`config.mk`:
```
export PLATFORM = sky130hd
export DESIGN_NAME = frame_pixel_writer_flat
export DESIGN_NICKNAME = d
export VERILOG_FILES = /design/src/rtl/frame_pixel_writer_if.sv /design/src/rtl/frame_pixel_writer.sv /design/src/flat_wrapper.sv
export SDC_FILE = /design/constraint.sdc
export NUM_CORES = 1
export LEC_CHECK = 0
export CAP_MARGIN = 25
export CORE_UTILIZATION = 55
export CTS_CLUSTER_SIZE = 24
export DETAILED_ROUTE_END_ITERATION = 10
export PLACE_DENSITY_LB_ADDON = 0.25
export SLEW_MARGIN = 10
export SYNTH_ARGS = -nofsm -noshare
export SYNTH_HDL_FRONTEND = slang
export SYNTH_SLANG_ARGS = --single-unit
```
`constraint.sdc`:
```
create_clock -name clk -period 2.7 [get_ports clk]
set_input_delay 0.54 -clock clk [delete_from_list [all_inputs] [get_ports clk]]
set_output_delay 0.54 -clock clk [all_outputs]
set_load 0.03 [all_outputs]
```
`src/rtl/frame_pixel_writer_if.sv`:
```
// Imager read-out and host pipe FIFO signals for frame_pixel_writer.
// master drives the imager side and fifo_full; slave is the writer.
interface frame_pixel_writer_if #(parameter int PIX_W = 10);
  logic             fval;
  logic             dval;
  logic [PIX_W-1:0] pix_data;
  logic             fifo_full;
  logic             fifo_wr_en;
  logic [31:0]      fifo_din;

  modport master (output fval, dval, pix_data, fifo_full, input fifo_wr_en, fifo_din);
  modport slave  (input fval, dval, pix_data, fifo_full, output fifo_wr_en, fifo_din);
endinterface

```
`src/rtl/frame_pixel_writer.sv`:
```
// Arms on frame_req, captures one imager frame, packs 4 bytes per word into the pipe FIFO.
// Optional FRAME_PIXEL_WRITER_TESTPAT_EN replaces pixel data with a pix_count ramp.
module frame_pixel_writer #(
  parameter int          PIX_W        = 10,
  parameter int          FRAME_PIXELS = 315392,
  parameter int          CNT_W        = 20,
  parameter logic [23:0] TIMEOUT_CYC  = 24'hFFFFFF
) (
  input  logic                 clk,
  input  logic                 rst,
  input  logic                 frame_req,
  frame_pixel_writer_if.slave  bus,
  output logic                 busy,
  output logic                 frame_done,
  output logic [CNT_W-1:0]     pix_count,
  output logic                 overflow,
  output logic                 short_frame,
  output logic                 timeout
);
  // state   | meaning
  // IDLE    | waiting for frame_req
  // ARMED   | waiting for fval rise, wait counter running
  // CAPTURE | accepting pixels
  // DONE    | one-cycle frame_done
  typedef enum logic [1:0] {IDLE, ARMED, CAPTURE, DONE} state_t;

  localparam logic [CNT_W-1:0] LAST = CNT_W'(FRAME_PIXELS);

  state_t           state, state_next;
  logic             fval_s1, dval_s1, fval_prev;
  logic [23:0]      wait_cnt;
  logic [31:0]      pack, pack_next;
  logic [7:0]       pix_byte;
  logic [CNT_W-1:0] cnt_next;
  logic             arm, accept, word_done, flush, set_short, set_timeout;
  logic             rise, fall;

`ifdef FRAME_PIXEL_WRITER_TESTPAT_EN
  assign pix_byte = pix_count[7:0];
`else
  logic [7:0] pix_s1;
  assign pix_byte = pix_s1;
  always_ff @(posedge clk) begin
    if (rst) pix_s1 <= '0;
    else     pix_s1 <= bus.pix_data[PIX_W-1 -: 8];
  end
`endif

  assign rise       = fval_s1 & ~fval_prev;
  assign fall       = ~fval_s1 & fval_prev;
  assign busy       = (state == ARMED) || (state == CAPTURE);
  assign frame_done = (state == DONE);

  always_ff @(posedge clk) begin
    if (rst) state <= IDLE;
    else     state <= state_next;
  end

  always_comb begin
    state_next  = state;
    arm         = 1'b0;
    accept      = 1'b0;
    word_done   = 1'b0;
    flush       = 1'b0;
    set_short   = 1'b0;
    set_timeout = 1'b0;
    cnt_next    = pix_count;
    pack_next   = pack;
    case (state)
      IDLE: begin
        if (frame_req) begin
          state_next = ARMED;
          arm        = 1'b1;
        end
      end
      ARMED: begin
        if (rise) begin
          state_next = CAPTURE;
        end else if (wait_cnt == 24'd0) begin
          state_next  = IDLE;
          set_timeout = 1'b1;
        end
      end
      CAPTURE: begin
        accept = dval_s1 && (pix_count < LAST);
        if (accept) begin
          cnt_next = pix_count + 1'b1;
          pack_next[{pix_count[1:0], 3'b000} +: 8] = pix_byte;
          word_done = (pix_count[1:0] == 2'd3);
        end
        // a pixel landing on the fval fall still counts toward completion
        if (cnt_next == LAST) begin
          state_next = DONE;
        end else if (fall) begin
          state_next = DONE;
          set_short  = 1'b1;
          flush      = (cnt_next[1:0] != 2'd0);
        end
      end
      DONE:    state_next = IDLE;
      default: state_next = IDLE;
    endcase
  end

  always_ff @(posedge clk) begin
    if (rst) begin
      fval_s1        <= 1'b0;
      dval_s1        <= 1'b0;
      fval_prev      <= 1'b0;
      wait_cnt       <= '0;
      pack           <= '0;
      pix_count      <= '0;
      overflow       <= 1'b0;
      short_frame    <= 1'b0;
      timeout        <= 1'b0;
      bus.fifo_wr_en <= 1'b0;
      bus.fifo_din   <= '0;
    end else begin
      fval_s1        <= bus.fval;
      dval_s1        <= bus.dval;
      fval_prev      <= fval_s1;
      bus.fifo_wr_en <= 1'b0;
      if (arm) begin
        wait_cnt    <= TIMEOUT_CYC - 24'd1;
        pack        <= '0;
        pix_count   <= '0;
        overflow    <= 1'b0;
        short_frame <= 1'b0;
        timeout     <= 1'b0;
      end
      if (state == ARMED && wait_cnt != 24'd0) wait_cnt <= wait_cnt - 24'd1;
      if (accept) pix_count <= cnt_next;
      // unused lanes are already zero because pack clears after every word
      if (word_done || flush) begin
        pack         <= '0;
        bus.fifo_din <= pack_next;
        if (bus.fifo_full) overflow <= 1'b1;
        else               bus.fifo_wr_en <= 1'b1;
      end else if (accept) begin
        pack <= pack_next;
      end
      if (set_short)   short_frame <= 1'b1;
      if (set_timeout) timeout     <= 1'b1;
    end
  end
endmodule

```
`src/flat_wrapper.sv`:
```
// flat-port wrapper written by rule: the top's interface ports become plain ports
module frame_pixel_writer_flat 
#(
  parameter int          PIX_W        = 10,
  parameter int          FRAME_PIXELS = 315392,
  parameter int          CNT_W        = 20,
  parameter logic [23:0] TIMEOUT_CYC  = 24'hFFFFFF
)
  (clk, rst, frame_req, busy, frame_done, pix_count, overflow, short_frame, timeout, bus_fval, bus_dval, bus_pix_data, bus_fifo_full, bus_fifo_wr_en, bus_fifo_din);
  frame_pixel_writer_if #(.PIX_W(PIX_W)) bus_i ();
  input  logic clk;
  input  logic rst;
  input  logic frame_req;
  output logic busy;
  output logic frame_done;
  output logic [CNT_W-1:0] pix_count;
  output logic overflow;
  output logic short_frame;
  output logic timeout;
  input wire logic [$bits(bus_i.fval)-1:0] bus_fval;
  input wire logic [$bits(bus_i.dval)-1:0] bus_dval;
  input wire logic [$bits(bus_i.pix_data)-1:0] bus_pix_data;
  input wire logic [$bits(bus_i.fifo_full)-1:0] bus_fifo_full;
  output wire logic [$bits(bus_i.fifo_wr_en)-1:0] bus_fifo_wr_en;
  output wire logic [$bits(bus_i.fifo_din)-1:0] bus_fifo_din;
  assign bus_i.fval = bus_fval;
  assign bus_i.dval = bus_dval;
  assign bus_i.pix_data = bus_pix_data;
  assign bus_i.fifo_full = bus_fifo_full;
  assign bus_fifo_wr_en = bus_i.fifo_wr_en;
  assign bus_fifo_din = bus_i.fifo_din;
  frame_pixel_writer #(.PIX_W(PIX_W), .FRAME_PIXELS(FRAME_PIXELS), .CNT_W(CNT_W), .TIMEOUT_CYC(TIMEOUT_CYC)) u_core (.clk(clk), .rst(rst), .frame_req(frame_req), .bus(bus_i), .busy(busy), .frame_done(frame_done), .pix_count(pix_count), .overflow(overflow), .short_frame(short_frame), .timeout(timeout));
endmodule
```
==> Word level (Yosys, flattened, before mapping) <==
Index checks and enable logic that the tools add are counted.
Widths: inputs -> output; s select.
{ "totals": {"regBits": 125, "latch_bits": 0, "ramBits": 0, "rom_bits": 0, "inputBits": 16, "out_inout_bits": 58, "mem_count": 0} }
{ "classes": {"addsub": 3, "n_mul": 0, "div": 0, "n_lt_le_gt_ge": 1, "n_eq_ne": 9, "n_shift": 2, "mux": 39, "n_bitwise": 5, "n_reduce_logical": 16} }
{ "ops": {"columns": ["op", "count"], "rows": [
  ["$mux 32", 4],
  ["$mux 20", 5],
  ["$mux 24", 2],
  ["$bwmux 32", 1],
  ["$shift 8x7->32 const A", 1],
  ["$shiftx 8x7->32", 1],
  ["$logic_not 24->1", 1],
  ["$reduce_bool 24->1", 1],
  ["$sub 24x1->24 const B", 1],
  ["$mux 1", 21],
  ["$add 20x1->20 const B", 1],
  ["$eq 20x19->1 const B", 1],
  ["$lt 20x19->1 const B", 1],
  ["$mux 2", 5],
  ["$reduce_bool 2->1", 5],
  ["$pmux 2 s4", 1],
  ["$neg 5->7", 1],
  ["$eq 2x2->1 const B", 3],
  ["$ne 2x2->1 const B", 2],
  ["$reduce_or 2->1", 2],
  ["$ne 3x1->1 const B", 1],
  ["$ne 3x2->1 const B", 1],
  ["$not 1->1", 3],
  ["$reduce_and 3->1", 1],
  ["other kinds (6)", 9]
]} }

==> Depth between registers and ports, before layout <==
Gate-level depths: netlist (run 1).
{ "logic_depth": {"word_depth": 11, "ltp_mapped": 11, "mapped_depth_nobuf": 8} }

==> Worst setup path after synthesis (run 1) <==
OpenSTA, ideal clock, no wires.
{ "synth_path": {"path_kind": "register to register", "from": "reg u_core.pix_count[1]", "to": "reg u_core.state[0]", "setup_ns": 0.092, "t_arrival_ns": 2.570, "required_ns": 2.608, "slack_ns": 0.038, "path_stages_with_launch": 10, "synth_period_minus_slack_ns": 2.662, "cell_sequence": "dfxtp_1 ha_1 clkbuf_1 nand2_1 or4_1 nor3_2 o221ai_2 nor4_4 a211oi_1 nor4_1"} }
{ "synth_via": {"elab_chain_cells": 7, "elab_cells_between_ends": 10} }
{ "synth_rtl": {"columns": ["item", "line", "rtl"], "rows": [
  ["start: declaration", "frame_pixel_writer.sv:15", "output logic [CNT_W-1:0] pix_count,"],
  ["start signal: assignment", "frame_pixel_writer.sv:132", "if (accept) pix_count <= cnt_next;"],
  ["$lt 20x19->1", "frame_pixel_writer.sv:85", "accept = dval_s1 && (pix_count < LAST);"],
  ["$logic_and 1x1->1", "frame_pixel_writer.sv:85", null],
  ["$mux 20 (*)", "frame_pixel_writer.sv:86", "if (accept) begin"],
  ["$mux 20 (*)", "frame_pixel_writer.sv:69", "case (state)"],
  ["$eq 20x19->1 (*)", "frame_pixel_writer.sv:92", "if (cnt_next == LAST) begin"],
  ["$mux 2 or $ne 3x2->1 (tied branches)", null, null],
  ["$pmux 2 s4 or $reduce_and 3->1 (tied branches)", null, null],
  ["end signal: assignment", "frame_pixel_writer.sv:56", "else state <= state_next;"],
  ["end: declaration", "frame_pixel_writer.sv:29", "state_t state, state_next;"]
]} }
Every way passes the cells marked *; elsewhere a longest branch is shown, timed or not. The select of a mux whose other input is x is not followed.
A chain may end at the register's enable or synchronous reset.

==> Worst setup path after layout (run 1) <==
{ "layout_path": {"from": "reg u_core.state[0]", "to": "out busy"} }
{ "layout_via": {"elab_chain_cells": 2, "elab_cells_between_ends": 3} }
{ "layout_rtl": {"columns": ["item", "line", "rtl"], "rows": [
  ["$eq 2x1->1 or $eq 2x2->1 (tied branches)", "frame_pixel_writer.sv:51", "assign busy = (state == ARMED) || (state == CAPTURE);"],
  ["$logic_or 1x1->1 (*)", "frame_pixel_writer.sv:51", null],
  ["end: declaration", "flat_wrapper.sv:14", "output logic busy;"]
]} }
Every way passes the cells marked *; elsewhere a longest branch is shown, timed or not.

==> results of run 1 <==
[worst max-delay path, delay by kind of cell (launching register included)]
| kind | cells | cell delay (ns) |
|---|---|---|
| adders and majority gates | 1 | 0.34 |
| DFF | 1 | 0.48 |
| buffers and inverters | 2 | 0.81 |
[final cells by class]
type,count,area [µm²],area share (%)
clock buffers,20,457,5.92
clock inverters,11,141,1.83
inverters,13,48.8,0.632
multi-input cells,562,3430,44.4
flip-flops and latches,125,2500,32.4
well taps,140,175,2.27
repair buffers,104,966,12.5
[registers in the layout, summed over array words and instances (netlist names), 8 cells and up, named ones only]
| signal | cells |
|---|---|
| u_core.bus.fifo_din | 32 |
| u_core.pack | 32 |
| u_core.pix_count | 20 |
| u_core.wait_cnt | 24 |
| u_core.pix_byte | 8 |
[cells in the mapped netlist (4+ instances only)]
cell,count,area share [%]
ha_1,12,2.4
nor3_1,20,1.6
clkbuf_1,36,2.2
nor2_1,92,5.6
a211oi_1,25,3.0
a21oi_1,74,6.0
nand3b_1,4,0.48
a31oi_1,4,0.40
a311oi_1,12,1.7
nor3b_1,7,0.85
nand4_1,8,0.81
o21a_1,9,1.1
xnor2_1,20,2.8
o21ai_0,26,2.1
nor4_1,19,1.9
and3_1,31,3.1
mux2_2,7,1.3
nand3_1,46,3.7
nand2_1,53,3.2
o31ai_1,4,0.48
nor2b_1,25,2.5
inv_1,13,0.79
buf_2,16,1.3
dfxtp_1,125,40
or3_1,9,0.91
[layer usage]
layer | vias to the layer above | share of wire [%] | GRT usage [%]
li1 | 2865 | - | -
met1 | 2834 | 42 | 37.7
met2 | 233 | 49 | 50.4
met3 | 20 | 7.7 | 7.72
met4 | 0 | 1.2 | 10.4
met5 | - | 0 | 0
[path summary, 6_finish.rpt]
check / from / end / cells past startpoint
worst min register to register: u_core.pack[24] / u_core.pack[24] / 2
worst max-delay path: u_core.state[0] / busy / 3
worst min-delay path: u_core.pack[24] / u_core.pack[24] / 2
worst max register to register: u_core.pix_count[0] / u_core.state[0] / 8
[power by group through the flow]
stage | sequential [mW] | clock [mW] | combinational, mW
2_1_floorplan | 2.02 | 0 | 0.443
3_3_place_gp | 2.04 | 0 | 0.541
3_5_place_dp | 2.05 | 0 | 0.563
4_1_cts | 2.01 | 2.33 | 0.571
5_1_grt | 2.02 | 2.42 | 0.634
6_report | 2.02 | 2.31 | 0.579
[metrics by stage]
step	hold WS, ns	instance area [µm²]	util (%)	worst slack (ns)
finish	0.438	7720	70.6	0.0938
global route	0.461	7720	70.6	0.0243
CTS	0.441	7700	70.4	0.0992
detailed placement	0.430	7100	64.9	0.214
global placement	0.413	7100	64.9	0.278
floorplan	0.406	6210	-	0.0379
[kinds of logic after synthesis]
kind of cell / Yosys count / share of synthesized area (%)
adder cells (fa/ha/maj): 12 / 2.42
multiplexers: 9 / 1.59
flip-flops: 125 / 40.3
AO/OA/AOI/OAI: 180 / 18.8
XOR/XNOR: 21 / 2.96
AND/OR/NAND/NOR: 340 / 29.0
buffers and inverters: 70 / 4.91
==> impl_metrics.toml, run 1 <==
[outcome]
outcome = "complete, no violations"

[cts]
clk_pin_slew_ns = 0.05
htreeDepth = 4
cts_tree = "built"
cts_root_buf = "clkbuf_16"
clk_path_buf_depth = 2
clkSinkCount = 125
hold_buffers = 0
cts_buffers = 17
clk_latency_ns = 0.43
cts_resized = 0
cts_setup_buffers = 0

[floorplan]
coreArea_um2 = 10900
io_pins = 74
die_area_um2 = 11700
die_h_um = 108
std_cell_rows = 38
die_x_um = 108
initial_core_util_pct = 56.8

[detailed_routing]
detail-route-antenna-nets = 0
routedWlPerCell_um = 17.0
firstDrtPassIters = 5
wl_um = 16600
via_per_inst = 6.10
remaining_drc_errors = 0
via_count = 5952
drt_iter0_drc = 338

[timing]
hold_viol = 0
relSlewSlack_pct = 53.4
drv_slew = 0
worstMarginPinSlew_ns = 0.699
rsz0062_at_grt = "no"
final.setup_skew_ns = 0.00956
finalCritPeriodShare_pct = 96.5
period_minus_slack_ns = 2.61
setup-tns-final_ns = 0
setup_viol = 0
max_clock_freq_mhz = 384

[pwr]
cellPowerDensity_nw_per_um2 = 635
peakVddDrop_mv = 0.551
clkPwrFrac_pct = 47.1
swShare_pct = 25.7
p_leak_nw = 2.71
power_frac_comb_pct = 11.8
power_frac_seq_pct = 41.1
total_power_mw = 4.90
internal_power_mw = 3.64
netSwitchingPower_mw = 1.26

[synth]
synth_seq_cells = 125
syn-mean-instance-area_um2 = 8.21
synthCells = 757
synth_cell_types = 67
async_reset_ff_share_pct = 0
syn_area_um2 = 6210
synth-edff-count = 0
synth_fp_nets = 785
synth-main-ff-cell = "dfxtp_1"
yosys_warnings = 0
ys_seq_area_share_pct = 40.3

[critical_path]
arrival_ns = 2.07
crit_chain = "inv_1, ha_1, clkdlybuf4s50_1"
startpoint_type = "flop"
cp.required_ns = 2.16
crit_fanout = 9
crit_type = "flop to output port"
critPathSlowestCell = "clkdlybuf4s50_1"
r2r_slack_ns = 0.17
crit_path_max_incr_delay_ns = 0.67
end_kind = "output port"

[cells_and_area]
syn2layout_area_growth_pct = 24.2
drive_above_1_share_pct = 11.4
final_cell_mix = "125 x dfxtp_1, 92 x nor2_1, 74 x a21oi_1, 70 x clkdlybuf4s50_1, 53 x nand2_1"
final_cells = 975
final_common_cell = "dfxtp_1"
antenna_cells = 0
layout.nets = 851
fillerInstances = 858

[placement]
dp_hpwl_um = 11100
dp.cells = 944
numPortBuffers = 71
gp_congestion = 0.935

[global_route]
grt_overflow = 0
grt_pass1_vias = 5756
grt_max_degree = 68
grt.total_usage_pct = 30.2
grt_first_pass_wirelength_um = 27400
antenna_found_initial = 0

[flow_run]
drv_cap = 0

[min_path]
hp-class = "flop to flop"
Note: power is estimated with default switching activity, not from simulation.
==> run 2: changes to the inputs <==
- CORE_UTILIZATION: 55 -> 51
- clock period: 2.7 -> 2.16 ns (I/O delays scaled with it)
==> impl_metrics.toml, run 2 (same netlist as run 1, synthesis figures left out) <==
[timing]
rsz0062_at_grt = "yes"
max_clock_freq_mhz = 423
period_minus_slack_ns = 2.37
final.setup_skew_ns = 0.00557
setup_viol = 82
drv_slew = 0
worst_slack_ns = -0.206
hold_viol = 0
finalCritPeriodShare_pct = 110
hold_ws_ns = 0.440
relSlewSlack_pct = 61.7
worstMarginPinSlew_ns = 0.573

[detailed_routing]
detail-route-antenna-nets = 0
routedWlPerCell_um = 20.4
via_per_inst = 6.33
wl_um = 21900
drt_iter0_drc = 637
remaining_drc_errors = 0
firstDrtPassIters = 5
via_count = 6789

[floorplan]
coreArea_um2 = 11700
std_cell_rows = 39
die_area_um2 = 12600
io_pins = 74
die_h_um = 112
die_x_um = 112
initial_core_util_pct = 53.3

[cells_and_area]
seqCellArea_um2 = 2530
layout.nets = 944
syn2layout_area_growth_pct = 52.2
reg_top3 = "u_core.bus.fifo_din (32), u_core.pack (32), u_core.wait_cnt (24)"
final_util_pct = 81.1
final_common_cell = "dfxtp_1"
antenna_cells = 0
final_area_um2 = 9460
drive_above_1_share_pct = 36.0
fillerInstances = 692
multi_input_area_um2 = 4160
final_cell_mix = "107 x dfxtp_1, 86 x buf_4, 68 x nor2_1, 68 x clkdlybuf4s50_1"

[placement]
gp_congestion = 0.923
numPortBuffers = 71
dp_hpwl_um = 12100
pre_cts_ws_ns = -0.115
placed_area_um2 = 7670

[pwr]
cellPowerDensity_nw_per_um2 = 694
clkPwrFrac_pct = 42.7
internal_power_mw = 4.63
netSwitchingPower_mw = 1.93
power_frac_seq_pct = 38.2
swShare_pct = 29.3
power_frac_comb_pct = 19.1
peakVddDrop_mv = 0.803
p_leak_nw = 3.40

[cts]
clk_latency_ns = 0.43
clk_path_buf_depth = 2
cts_buffers = 17
clkSinkCount = 125
cts_root_buf = "clkbuf_16"
htreeDepth = 4
hold_buffers = 0
cts_tree = "built"
clk_pin_slew_ns = 0.06

[critical_path]
cp.required_ns = 2.48
crit_fanout = 8
crit_type = "flop to flop"
startpoint_type = "flop"
crit_path_max_incr_delay_ns = 0.44
critPathSlowestCell = "or4_4"
end_kind = "flop"
crit_chain = "or3_4, or4_4, o31a_4, o21ai_4, buf_12, nor3_2, xnor2_1, a21oi_2"
arrival_ns = 2.68

[global_route]
grt_pass1_vias = 6130
grt_max_degree = 35
antenna_found_initial = 0
grt_overflow = 0
grt.total_usage_pct = 29.3
grt_first_pass_wirelength_um = 29300

[outcome]
violations = "setup timing"
outcome = "finished, violations left"

[flow_run]
drv_cap = 0

[min_path]
hp-class = "flop to flop"
## run 2: cell count changes in the layout (fill, tap and decap cells not counted), moves of 13 or more
cell | before | now
a21oi_2 | 0 | 30
nor2_1 | 92 | 68
a211oi_2 | 0 | 19
buf_4 | 32 | 86
dfxtp_1 | 125 | 107
a211oi_1 | 25 | 6
dfxtp_2 | 0 | 14
buf_6 | 0 | 22
a21oi_1 | 74 | 44
nor2_2 | 0 | 13
## run 2: path summary, 6_finish.rpt
kind	startpoint	cells after the start	slack (ns)	to
setup / recovery	u_core.wait_cnt[16]	8	-0.21	u_core.wait_cnt[10]
hold / removal	u_core.pack[25]	2	0.44	u_core.pack[25]
setup reg to reg	u_core.wait_cnt[16]	8	-0.21	u_core.wait_cnt[10]
hold reg to reg	u_core.pack[25]	2	0.44	u_core.pack[25]
## run 2: routing by layer
metal / global-route usage [%] / wire length (µm) / vias to the layer above
met5: 0 / 0 / -
met1: 36.6 / 8370 / 3249
met3: 5.51 / 1760 / 89
li1: - / - / 3055
met4: 12.8 / 794 / 0
met2: 49.4 / 11000 / 396
## run 2: repair_timing
| item | CTS | global route |
|---|---|---|
| cloned | 1 | 12 |
| hold endpoints to repair | 0 | 0 |
| pin swaps | 14 | 92 |
| resized for setup | 36 | 158 |
| setup buffers | 11 | 15 |
| setup endpoints to repair | 42 | 95 |
## run 2: worst max-delay path: cells and delay by family (launching register included)
family | cells | cell delay (ns)
simple gates | 3 | 0.87
compound gates | 3 | 0.65
flops | 1 | 0.31
xor+xnor | 1 | 0.24
buf+inv | 1 | 0.17
## run 2: area by class of cell
type	instances	area share, %
multi-input cells	562	44.0
clock inverters	12	1.18
well taps	143	1.89
clock buffers	20	4.95
flip-flops and latches	125	26.8
repair buffers	197	20.6
inverters	13	0.556
## run 2: power by group through the flow
stage / Sequential (mW) / Clock (mW) / Combinational (mW)
after detailed placement: 2.53 / 0 / 0.864
after global placement: 2.53 / 0 / 0.826
final: 2.51 / 2.80 / 1.25
after global routing: 2.51 / 2.91 / 1.31
after CTS: 2.49 / 2.80 / 0.948
after floorplan: 2.53 / 0 / 0.559
## run 2: metrics by stage
stage          power (mW)  TNS, ns  std cells
2_1_floorplan        3.09   -0.606        757
3_3_place_gp         3.35   -0.812       1002
3_5_place_dp         3.40    -1.70       1002
4_1_cts              6.23    -1.31       1046
5_1_grt              6.73   -10.15       1072
6_report             6.56    -4.43       1072
